$ cat src/rtl/output_drain_if.sv
// Stream bundle between the output drain controller, the convolution output
// FIFO (read side) and the packed-word consumer.
// The master modport is the drain controller.
// The slave modport is the FIFO/consumer side.
interface output_drain_if #(
   parameter int W    = 8,
   parameter int PACK = 4
);
   logic                fifo_valid;
   logic                fifo_rd_en;
   logic [W-1:0]        fifo_rd_data;
   logic [W*PACK-1:0]   out_data;
   logic                out_valid;
   logic                out_ready;
   logic                out_last;

   modport master (
      input  fifo_valid,
      input  fifo_rd_data,
      input  out_ready,
      output fifo_rd_en,
      output out_data,
      output out_valid,
      output out_last
   );

   modport slave (
      output fifo_valid,
      output fifo_rd_data,
      output out_ready,
      input  fifo_rd_en,
      input  out_data,
      input  out_valid,
      input  out_last
   );
endinterface

$ cat src/rtl/output_drain_ctrl.sv
// Output drain controller: pulls frame_len pixels from the convolution output
// FIFO one at a time and packs them little-endian into W*PACK-bit words.
// Each word is presented on a valid/ready stream, and the final word of the
// frame is flagged with out_last.
// Optional stall watchdog: define OUTPUT_DRAIN_TIMEOUT_EN to build it.
module output_drain_ctrl #(
   parameter int W              = 8,
   parameter int PACK           = 4,
   parameter int LEN_W          = 16,
   parameter int TIMEOUT_CYCLES = 4096
) (
   input  logic             clk,
   input  logic             rst,
   input  logic             start,
   input  logic [LEN_W-1:0] frame_len,
   output_drain_if.master   bus,
   output logic             busy,
   output logic             done,
   output logic [LEN_W-1:0] words_sent,
   output logic             timeout_err
);
   localparam int LANE_W = (PACK > 1) ? $clog2(PACK) : 1;

   localparam logic [2:0] S_IDLE    = 3'd0;
   localparam logic [2:0] S_READ    = 3'd1;
   localparam logic [2:0] S_CAPTURE = 3'd2;
   localparam logic [2:0] S_EMIT    = 3'd3;
   localparam logic [2:0] S_DONE    = 3'd4;

   logic [2:0]        state_q, state_d;
   logic [LEN_W-1:0]  remaining_q, remaining_d;
   logic [LANE_W-1:0] lane_q, lane_d;
   logic [W*PACK-1:0] pack_q, pack_d;
   logic [LEN_W-1:0]  words_q, words_d;
   logic              fifo_rd_en_s;
   logic              stall_inc_s;
   logic              start_ok_s;

`ifdef OUTPUT_DRAIN_TIMEOUT_EN
   localparam int STALL_W = $clog2(TIMEOUT_CYCLES + 1);
   logic [STALL_W-1:0] stall_q, stall_d;
   logic               timeout_err_q, timeout_err_d;
`endif

   // Next-state, packing and counter logic for the drain FSM.
   always_comb begin
      state_d      = state_q;
      remaining_d  = remaining_q;
      lane_d       = lane_q;
      pack_d       = pack_q;
      words_d      = words_q;
      fifo_rd_en_s = 1'b0;
      stall_inc_s  = 1'b0;
      start_ok_s   = 1'b0;
      case (state_q)
         S_IDLE: begin
            if (start) begin
               start_ok_s  = 1'b1;
               remaining_d = frame_len;
               lane_d      = '0;
               pack_d      = '0;
               words_d     = '0;
               if (frame_len == {LEN_W{1'b0}}) begin
                  state_d = S_DONE;
               end else begin
                  state_d = S_READ;
               end
            end else begin
               state_d = S_IDLE;
            end
         end
         S_READ: begin
            // Read strobe is gated by fifo_valid so an empty FIFO is never read.
            fifo_rd_en_s = bus.fifo_valid;
            if (bus.fifo_valid) begin
               state_d = S_CAPTURE;
            end else begin
               stall_inc_s = 1'b1;
            end
         end
         S_CAPTURE: begin
            pack_d[int'(lane_q) * W +: W] = bus.fifo_rd_data;
            remaining_d = remaining_q - {{(LEN_W-1){1'b0}}, 1'b1};
            lane_d      = lane_q + {{(LANE_W-1){1'b0}}, 1'b1};
            if ((lane_q == LANE_W'(PACK - 1)) || (remaining_d == {LEN_W{1'b0}})) begin
               state_d = S_EMIT;
            end else begin
               state_d = S_READ;
            end
         end
         S_EMIT: begin
            if (bus.out_ready) begin
               words_d = words_q + {{(LEN_W-1){1'b0}}, 1'b1};
               pack_d  = '0;
               lane_d  = '0;
               if (remaining_q == {LEN_W{1'b0}}) begin
                  state_d = S_DONE;
               end else begin
                  state_d = S_READ;
               end
            end else begin
               stall_inc_s = 1'b1;
            end
         end
         S_DONE: begin
            state_d = S_IDLE;
         end
         default: begin
            state_d = S_IDLE;
         end
      endcase
`ifdef OUTPUT_DRAIN_TIMEOUT_EN
      timeout_err_d = timeout_err_q;
      stall_d       = '0;
      if (start_ok_s) begin
         timeout_err_d = 1'b0;
      end else begin
         timeout_err_d = timeout_err_q;
      end
      // Any cycle without a stall counts as progress and restarts the count.
      if (stall_inc_s) begin
         if (stall_q == STALL_W'(TIMEOUT_CYCLES - 1)) begin
            timeout_err_d = 1'b1;
            state_d       = S_DONE;
            remaining_d   = '0;
            pack_d        = '0;
            lane_d        = '0;
            stall_d       = '0;
         end else begin
            stall_d = stall_q + {{(STALL_W-1){1'b0}}, 1'b1};
         end
      end else begin
         stall_d = '0;
      end
`endif
   end

   // State and datapath registers with synchronous reset.
   always_ff @(posedge clk) begin
      if (rst) begin
         state_q     <= S_IDLE;
         remaining_q <= '0;
         lane_q      <= '0;
         pack_q      <= '0;
         words_q     <= '0;
      end else begin
         state_q     <= state_d;
         remaining_q <= remaining_d;
         lane_q      <= lane_d;
         pack_q      <= pack_d;
         words_q     <= words_d;
      end
   end

`ifdef OUTPUT_DRAIN_TIMEOUT_EN
   // Stall watchdog registers.
   always_ff @(posedge clk) begin
      if (rst) begin
         stall_q       <= '0;
         timeout_err_q <= 1'b0;
      end else begin
         stall_q       <= stall_d;
         timeout_err_q <= timeout_err_d;
      end
   end
   assign timeout_err = timeout_err_q;
`else
   logic unused_stall_s;
   assign unused_stall_s = stall_inc_s ^ start_ok_s ^ (TIMEOUT_CYCLES == 32'd0);
   assign timeout_err    = 1'b0;
`endif

   assign bus.fifo_rd_en = fifo_rd_en_s;
   assign bus.out_data   = pack_q;
   assign bus.out_valid  = (state_q == S_EMIT);
   assign bus.out_last   = (state_q == S_EMIT) && (remaining_q == {LEN_W{1'b0}});
   assign busy           = (state_q == S_READ) || (state_q == S_CAPTURE) || (state_q == S_EMIT);
   assign done           = (state_q == S_DONE);
   assign words_sent     = words_q;
endmodule

$ cat src/flat_wrapper.sv
// flat-port wrapper written by rule: the top's interface ports become plain ports
module output_drain_ctrl_flat 
#(
   parameter int W              = 8,
   parameter int PACK           = 4,
   parameter int LEN_W          = 16,
   parameter int TIMEOUT_CYCLES = 4096
)
  (clk, rst, start, frame_len, busy, done, words_sent, timeout_err, bus_fifo_valid, bus_fifo_rd_data, bus_out_ready, bus_fifo_rd_en, bus_out_data, bus_out_valid, bus_out_last);
  output_drain_if #(.W(W), .PACK(PACK)) bus_i ();
  input  logic clk;
  input  logic rst;
  input  logic start;
  input  logic [LEN_W-1:0] frame_len;
  output logic busy;
  output logic done;
  output logic [LEN_W-1:0] words_sent;
  output logic timeout_err;
  input wire logic [$bits(bus_i.fifo_valid)-1:0] bus_fifo_valid;
  input wire logic [$bits(bus_i.fifo_rd_data)-1:0] bus_fifo_rd_data;
  input wire logic [$bits(bus_i.out_ready)-1:0] bus_out_ready;
  output wire logic [$bits(bus_i.fifo_rd_en)-1:0] bus_fifo_rd_en;
  output wire logic [$bits(bus_i.out_data)-1:0] bus_out_data;
  output wire logic [$bits(bus_i.out_valid)-1:0] bus_out_valid;
  output wire logic [$bits(bus_i.out_last)-1:0] bus_out_last;
  assign bus_i.fifo_valid = bus_fifo_valid;
  assign bus_i.fifo_rd_data = bus_fifo_rd_data;
  assign bus_i.out_ready = bus_out_ready;
  assign bus_fifo_rd_en = bus_i.fifo_rd_en;
  assign bus_out_data = bus_i.out_data;
  assign bus_out_valid = bus_i.out_valid;
  assign bus_out_last = bus_i.out_last;
  output_drain_ctrl #(.W(W), .PACK(PACK), .LEN_W(LEN_W), .TIMEOUT_CYCLES(TIMEOUT_CYCLES)) u_core (.clk(clk), .rst(rst), .start(start), .frame_len(frame_len), .bus(bus_i), .busy(busy), .done(done), .words_sent(words_sent), .timeout_err(timeout_err));
endmodule
$ cat config.mk
export PLATFORM = sky130hd
export DESIGN_NAME = output_drain_ctrl_flat
export DESIGN_NICKNAME = d
export VERILOG_FILES = /design/src/rtl/output_drain_if.sv /design/src/rtl/output_drain_ctrl.sv /design/src/flat_wrapper.sv
export SDC_FILE = /design/constraint.sdc
export NUM_CORES = 1
export LEC_CHECK = 0
export BUFFER_PORTS_ARGS = -buffer_cell sky130_fd_sc_hd__buf_4
export CAP_MARGIN = 5
export CORE_MARGIN = 2
export CORE_UTILIZATION = 50
export CTS_CLUSTER_SIZE = 8
export DETAILED_ROUTE_END_ITERATION = 10
export GPL_ROUTABILITY_DRIVEN = 0
export PLACE_DENSITY = 0.75
export SLEW_MARGIN = 20
export SYNTH_ARGS = -nofsm -noshare
export SYNTH_HDL_FRONTEND = slang
export SYNTH_SLANG_ARGS = --single-unit
$ cat constraint.sdc
create_clock -name clk -period 2.3 [get_ports clk]
set_input_delay 0.23 -clock clk [delete_from_list [all_inputs] [get_ports clk]]
set_output_delay 0.23 -clock clk [all_outputs]
set_load 0.03 [all_outputs]
# == Yosys cells after proc, flatten, opt, wreduce, memory -nomap -nowiden ==
# Index checks and enable logic that the tools add are counted.
# word_totals
ram_bits,0
latchBits,0
n_memories,0
output_inout_bits,54
romBits,0
reg_bits,69
elab_cells,54
input_bits,29
# classes
div_mod_pow,0
reduce_logical,15
n_eq_ne,8
n_mul,0
shift,2
n_addsub,4
mux,20
order_cmp,0
bitwise,0
# op_table
operator,count
32-bit one-hot mux with 3 select lines,1
32-bit 2-to-1 mux,2
16-bit one-hot mux with 2 select lines,2
16-bit logical NOT,3
16-bit 2-to-1 mux,3
5-bit negator with 33-bit output,1
8-bit by 33-bit variable shift with 32-bit output (first input constant),1
8-bit by 33-bit indexed part select with 32-bit output,1
32-bit bitwise mux,1
16-bit by 1-bit adder with 16-bit output (second input constant),1
16-bit by 1-bit subtractor with 16-bit output (second input constant),1
3-bit 2-to-1 mux,5
3-bit one-hot mux with 4 select lines,1
3-bit by 2-bit == test with 1-bit output (second input constant),2
2-bit 2-to-1 mux,3
2-bit != test (second input constant),3
2-bit one-hot mux with 3 select lines,1
3-bit AND reduction,2
2-bit AND reduction,2
2-bit nonzero test,2
3-bit by 1-bit == test with 1-bit output (second input constant),1
3-bit == test (second input constant),1
3-bit logical NOT,1
1-bit logical OR,3
other kinds (5),5

# == Depth between registers and ports, before layout ==
# logic_depth
ltp_word,5
ltp_mapped,7
mapped_depth_nobuf,6

# == Least setup slack after synthesis ==
# No wires, ideal clock.
# synth_path
path_type,flip-flop to flip-flop
startpoint,register u_core.lane_q[0]
endpoint,register u_core.pack_q[24] (netlist: u_core.bus.out_data[24])
path_stages_with_launch,7
slack_ns,0.296
setup_time_ns,0.066
t_required_ns,2.234
arrival_time_ns,1.939
n_path_buf,0
synth_period_minus_slack_ns,2.004
path_cell_list,dfxtp_1 -> inv_1 -> ha_1 -> or4b_4 -> nor4b_4 -> a22oi_1 -> nor2_1
# synth_via
elab_chain_cells,4
word_cells_on_any_way,5
classes_between,add/sub (1); shift (2); mux (2)
# synth_lines
item,line_no,source
from (decl),output_drain_ctrl.sv:32,"logic [LANE_W-1:0] lane_q, lane_d;"
from (signal assigned),output_drain_ctrl.sv:149,lane_q <= lane_d;
5-bit negator with 33-bit output *,output_drain_ctrl.sv:82,pack_d[int'(lane_q) * W +: W] = bus.fifo_rd_data;
8-bit by 33-bit indexed part select with 32-bit output / 8-bit by 33-bit variable shift with 32-bit output (equally long branches),output_drain_ctrl.sv:82,
32-bit bitwise mux *,output_drain_ctrl.sv:82,
32-bit one-hot mux with 3 select lines *,output_drain_ctrl.sv:55,case (state_q)
to (signal assigned),output_drain_ctrl.sv:150,pack_q <= pack_d;
to (decl),output_drain_ctrl.sv:33,"logic [W*PACK-1:0] pack_q, pack_d;"
# Every way passes the cells marked *; elsewhere a longest branch is shown, timed or not.
# A chain may end at the register's enable or synchronous reset.

# == Final worst setup path ==
# layout_path
startpoint,register u_core.lane_q[0]
endpoint,register u_core.pack_q[2] (netlist: u_core.bus.out_data[2])
# Same word-level chain as after synthesis.

==> report_table.html <==
<table>
<tr><th>Metric</th><th>Value</th></tr>
<tr><th colspan="2">Drt</th></tr>
<tr><td>Antenna-violating nets left</td><td>0</td></tr>
<tr><td>Number of DRC markers in iteration 0</td><td>209</td></tr>
<tr><td>Number of remaining DRC errors</td><td>0</td></tr>
<tr><td>Per-cell routed wire length</td><td>16.2 um</td></tr>
<tr><td>Total iterations of the first detailed-routing run</td><td>5</td></tr>
<tr><td>Routed via count</td><td>3498</td></tr>
<tr><td>Routed via count divided by cell count</td><td>5.90</td></tr>
<tr><td>Total Routed Length</td><td>9.63 mm</td></tr>
<tr><th colspan="2">Critical path</th></tr>
<tr><td>Worst-path maximum fanout</td><td>8</td></tr>
<tr><td>Reg2Reg Capture Point</td><td>u_core.bus.out_data[2]$_SDFFE_PP0P_</td></tr>
<tr><td>Worst path max stage delay</td><td>540 ps</td></tr>
<tr><td>Slack of the worst reg-to-reg path</td><td>220 ps</td></tr>
<tr><td>CP Capture Type</td><td>flop</td></tr>
<tr><td>Type of element launching the critical path</td><td>flop</td></tr>
<tr><td>Kind of critical path</td><td>reg2reg</td></tr>
<tr><td>Data arrival time of the worst path</td><td>2360 ps</td></tr>
<tr><td>Launch point of the critical path</td><td>u_core.lane_q[0]$_SDFFE_PP0P_</td></tr>
<tr><td>Crit Reg-Reg Startpoint</td><td>u_core.lane_q[0]$_SDFFE_PP0P_</td></tr>
<tr><td>Required time of the critical path</td><td>2580 ps</td></tr>
<tr><td>Number of cells on the worst reg-to-reg path</td><td>6</td></tr>
<tr><td>Critical path cell sequence</td><td>inv_1 -&gt; ha_1 -&gt; or4b_4 -&gt; o211ai_1 -&gt; a22oi_1 -&gt; nor2_1</td></tr>
<tr><td>End point of the critical path</td><td>u_core.bus.out_data[2]$_SDFFE_PP0P_</td></tr>
<tr><td>Critical-path top delay cell</td><td>sky130_fd_sc_hd__or4b_4</td></tr>
<tr><th colspan="2">Power</th></tr>
<tr><td>Worst supply voltage drop on vdd</td><td>0.420 mV</td></tr>
<tr><td>Proportion of power drawn by combinational gates</td><td>13.4%</td></tr>
<tr><td>Register share of total power</td><td>45.5%</td></tr>
<tr><td>Leakage Power</td><td>1.73 nW</td></tr>
<tr><td>Part of the power in the clock network</td><td>41.1%</td></tr>
<tr><td>Switch Pwr</td><td>0.725 mW</td></tr>
<tr><td>Final Total Pwr</td><td>2.76 mW</td></tr>
<tr><td>Total internal power</td><td>2.04 mW</td></tr>
<tr><td>Power per cell area</td><td>612 nW/um^2</td></tr>
<tr><td>Switching portion of total power</td><td>26.3%</td></tr>
<tr><th colspan="2">Synthesis</th></tr>
<tr><td>Number of register bits inferred by synthesis</td><td>69</td></tr>
<tr><td>Leading cell types by total area after synthesis</td><td>sky130_fd_sc_hd__dfxtp_1 (38%), sky130_fd_sc_hd__a22oi_1 (8.5%), sky130_fd_sc_hd__nor2_1 (5.8%)</td></tr>
<tr><td>Number of synthesized flops with an enable pin</td><td>0</td></tr>
<tr><td>Post-synth net total</td><td>453</td></tr>
<tr><td>Warning count from the yosys run</td><td>0</td></tr>
<tr><td>Top-area cell type share of the netlist area</td><td>38.1%</td></tr>
<tr><td>Mean post-synth cell area</td><td>8.73 sq um</td></tr>
<tr><td>Cell area after technology mapping</td><td>3630 sq um</td></tr>
<tr><td>Sequential area share after synthesis</td><td>38.1%</td></tr>
<tr><td>Unique masters post-synth</td><td>65</td></tr>
<tr><td>Biggest area consumer among synthesized cells</td><td>sky130_fd_sc_hd__dfxtp_1</td></tr>
<tr><td>Post-Synthesis Cells</td><td>416</td></tr>
<tr><td>Synth async-reset ratio</td><td>0%</td></tr>
<tr><td>Most used flip-flop cell after synthesis</td><td>sky130_fd_sc_hd__dfxtp_1</td></tr>
<tr><th colspan="2">Finish</th></tr>
<tr><td>Final core utilization</td><td>63.2%</td></tr>
<tr><td>Area added between synthesis and finish</td><td>24.3%</td></tr>
<tr><td>Nets@finish</td><td>526</td></tr>
<tr><td>Combined flip-flop and latch cell area</td><td>1380 sq um</td></tr>
<tr><td>Post-route design area</td><td>4510 sq um</td></tr>
<tr><td>Most common library cell in the layout ignoring fill and taps</td><td>sky130_fd_sc_hd__buf_4</td></tr>
<tr><td>Commonest cells after routing, fill and taps aside</td><td>sky130_fd_sc_hd__buf_4 (91), sky130_fd_sc_hd__dfxtp_1 (69), sky130_fd_sc_hd__nor2_1 (56)</td></tr>
<tr><td>Area used by multi-input combinational logic</td><td>2060 sq um</td></tr>
<tr><td>Number of filler cells placed in the layout</td><td>649</td></tr>
<tr><td>Count of placed standard cells in the final layout, fillers left out</td><td>593</td></tr>
<tr><td>Ant. Diodes</td><td>0</td></tr>
<tr><td>Share of layout cells above drive strength 1</td><td>26.1%</td></tr>
<tr><th colspan="2">CTS</th></tr>
<tr><td>Cts bufs inserted</td><td>9</td></tr>
<tr><td>Number of sinks on the clock net</td><td>69</td></tr>
<tr><td>Root Buffer Master</td><td>sky130_fd_sc_hd__clkbuf_8</td></tr>
<tr><td>Cts hold-fix bufs</td><td>0</td></tr>
<tr><td>Post-CTS setup buffers</td><td>0</td></tr>
<tr><td>TritonCTS clock tree</td><td>built</td></tr>
<tr><td>Clk pin slew, worst setup/hold paths</td><td>80 ps</td></tr>
<tr><td>Maximum level of the CTS H-tree</td><td>3</td></tr>
<tr><td>Resize count post-CTS</td><td>0</td></tr>
<tr><td>Clk Latency, worst-skew pair</td><td>350 ps</td></tr>
<tr><td>Max Buffers Root-to-Sink</td><td>2</td></tr>
<tr><th colspan="2">Placed design</th></tr>
<tr><td>Detailed Place HPWL</td><td>6.71 mm</td></tr>
<tr><td>PortBufs</td><td>81</td></tr>
<tr><td>Pre-CTS setup slack</td><td>176 ps</td></tr>
<tr><td>Number of placed cells counting well taps</td><td>576</td></tr>
<tr><td>Instance area after placement</td><td>4280 sq um</td></tr>
<tr><th colspan="2">Floorplan</th></tr>
<tr><td>Die width</td><td>89.2 um</td></tr>
<tr><td>Starting utilization of the core area</td><td>50.9%</td></tr>
<tr><td>Core Box Area</td><td>7140 sq um</td></tr>
<tr><td>Ports</td><td>83</td></tr>
<tr><td>Die Ht</td><td>89.2 um</td></tr>
<tr><td>Floorplan die area</td><td>7960 sq um</td></tr>
<tr><td>Number of placement rows</td><td>31</td></tr>
<tr><th colspan="2">STA</th></tr>
<tr><td>Largest clock skew in the final design</td><td>11.2 ps</td></tr>
<tr><td>Min Hold Slack</td><td>144 ps</td></tr>
<tr><td>Setup repair after global routing missed its margin</td><td>false</td></tr>
<tr><td>Final-layout setup total negative slack</td><td>0 ps</td></tr>
<tr><td>Slew Viols, Final</td><td>0</td></tr>
<tr><td>Final hold vios</td><td>0</td></tr>
<tr><td>PnR worst setup slack</td><td>217 ps</td></tr>
<tr><td>Final period util</td><td>90.5%</td></tr>
<tr><td>Post-layout minimum cycle time</td><td>2080 ps</td></tr>
<tr><td>Worst-case headroom to the max-slew limit</td><td>54.7%</td></tr>
<tr><td>Setup violators final</td><td>0</td></tr>
<tr><td>Actual slew at the worst max-slew pin</td><td>676 ps</td></tr>
<tr><td>Maximum operating frequency</td><td>0.480 GHz</td></tr>
<tr><th colspan="2">Global routing</th></tr>
<tr><td>Total congestion overflow</td><td>0</td></tr>
<tr><td>Overall Global Routing Usage</td><td>25.5%</td></tr>
<tr><td>Global-route wire length before repair</td><td>15.9 mm</td></tr>
<tr><td>Number of global-route vias before repair</td><td>3269</td></tr>
<tr><td>Maximum number of pins on one net before global-route repair</td><td>62</td></tr>
<tr><td>Antenna violations before repair</td><td>0</td></tr>
<tr><th colspan="2">Run</th></tr>
<tr><td>Number of max-capacitance violations reported</td><td>0</td></tr>
<tr><th colspan="2">Worst hold path</th></tr>
<tr><td>Hold Path Origin</td><td>frame_len[0]</td></tr>
<tr><td>Class of the most critical hold timing path</td><td>in2reg</td></tr>
<tr><th colspan="2">Run status</th></tr>
<tr><td>Outcome</td><td>completed</td></tr>
</table>
## critical path: cells and delay by family, from the launching register on
| kind | cells | cell delay, ps |
|---|---|---|
| compound gates | 2 | 550 |
| simple gates | 2 | 680 |
| flops | 1 | 470 |
| fa+ha+maj | 1 | 220 |
| buf+inv | 1 | 100 |
## logic make-up after synthesis
logic type                 synth area share, %
DFF                                       38.1
and+or+nand+nor                           26.2
other                                    0.103
AOI/OAI and AO/OA                         25.7
buffers and inverters                     5.17
adders and majority gates                 2.76
xor gates and xnor gates                  1.93
## power by group through the flow
stage	sequential, mW	combinational (mW)	clock, mW
final	1.26	0.369	1.14
after CTS	1.26	0.364	1.15
after floorplan	1.26	0.263	0
after detailed placement	1.28	0.363	0
after global routing	1.26	0.401	1.21
after global placement	1.28	0.359	0
## worst min path at each step
stage,endpoint,slack (ps),cells after the start
after CTS,u_core.remaining_q[0]$_SDFFE_PP0P_,130,3
final,u_core.remaining_q[0]$_SDFFE_PP0P_,140,3
after global routing,u_core.remaining_q[0]$_SDFFE_PP0P_,150,3
after global placement,u_core.words_sent[15]$_SDFFE_PP0P_,470,2
after detailed placement,u_core.words_sent[15]$_SDFFE_PP0P_,480,2
after floorplan,u_core.words_sent[1]$_SDFFE_PP0P_,380,2
## cells in the mapped netlist (all sizes together) (2+ instances only)
cell type  number
o2111ai         6
nand3b          2
nand3           7
inv            10
ha              8
a22oi          41
o211ai          3
or4b            2
nand2          13
nand4           8
o21ai          26
a31oi           3
dfxtp          69
and3            5
nor3            7
or4             3
nor3b           6
xor2            5
nor4b           5
and2            6
a221oi          2
a211oi          3
a32oi           2
a21o            2
o31a            3
nor2           57
buf            13
xnor2           3
or3            10
o21ba           2
nor4           12
o221ai          5
o31ai           3
nor2b           4
or2             5
clkbuf         16
a21oi          28
## cell type report
cell class | instances | share of cell area [%]
clock inverters | 3 | 1.50
multi-input cells | 308 | 45.7
flip-flops and latches | 69 | 30.6
well taps | 99 | 2.74
clock buffers | 13 | 3.52
repair buffers | 91 | 15.1
inverters | 10 | 0.832
## metal layers
| metal | wire length (um) | up-vias | global-route usage [%] | share of wire [%] |
|---|---|---|---|---|
| met4 | 131 | 0 | 7.73 | 1.4 |
| met3 | 565 | 12 | 7.20 | 5.9 |
| met1 | 4490 | 1682 | 34.3 | 47 |
| met2 | 4440 | 95 | 39.9 | 46 |
| met5 | 0 | - | 0 | 0 |
| li1 | - | 1709 | - | - |
## registers in the layout, summed over array words and instances (netlist names)
register             cells
u_core.bus.out_data     32
u_core.remaining_q      16
u_core.words_sent       16
u_core.state_q           3
u_core.lane_q            2
No activity file was read; power rests on OpenSTA's default activity.
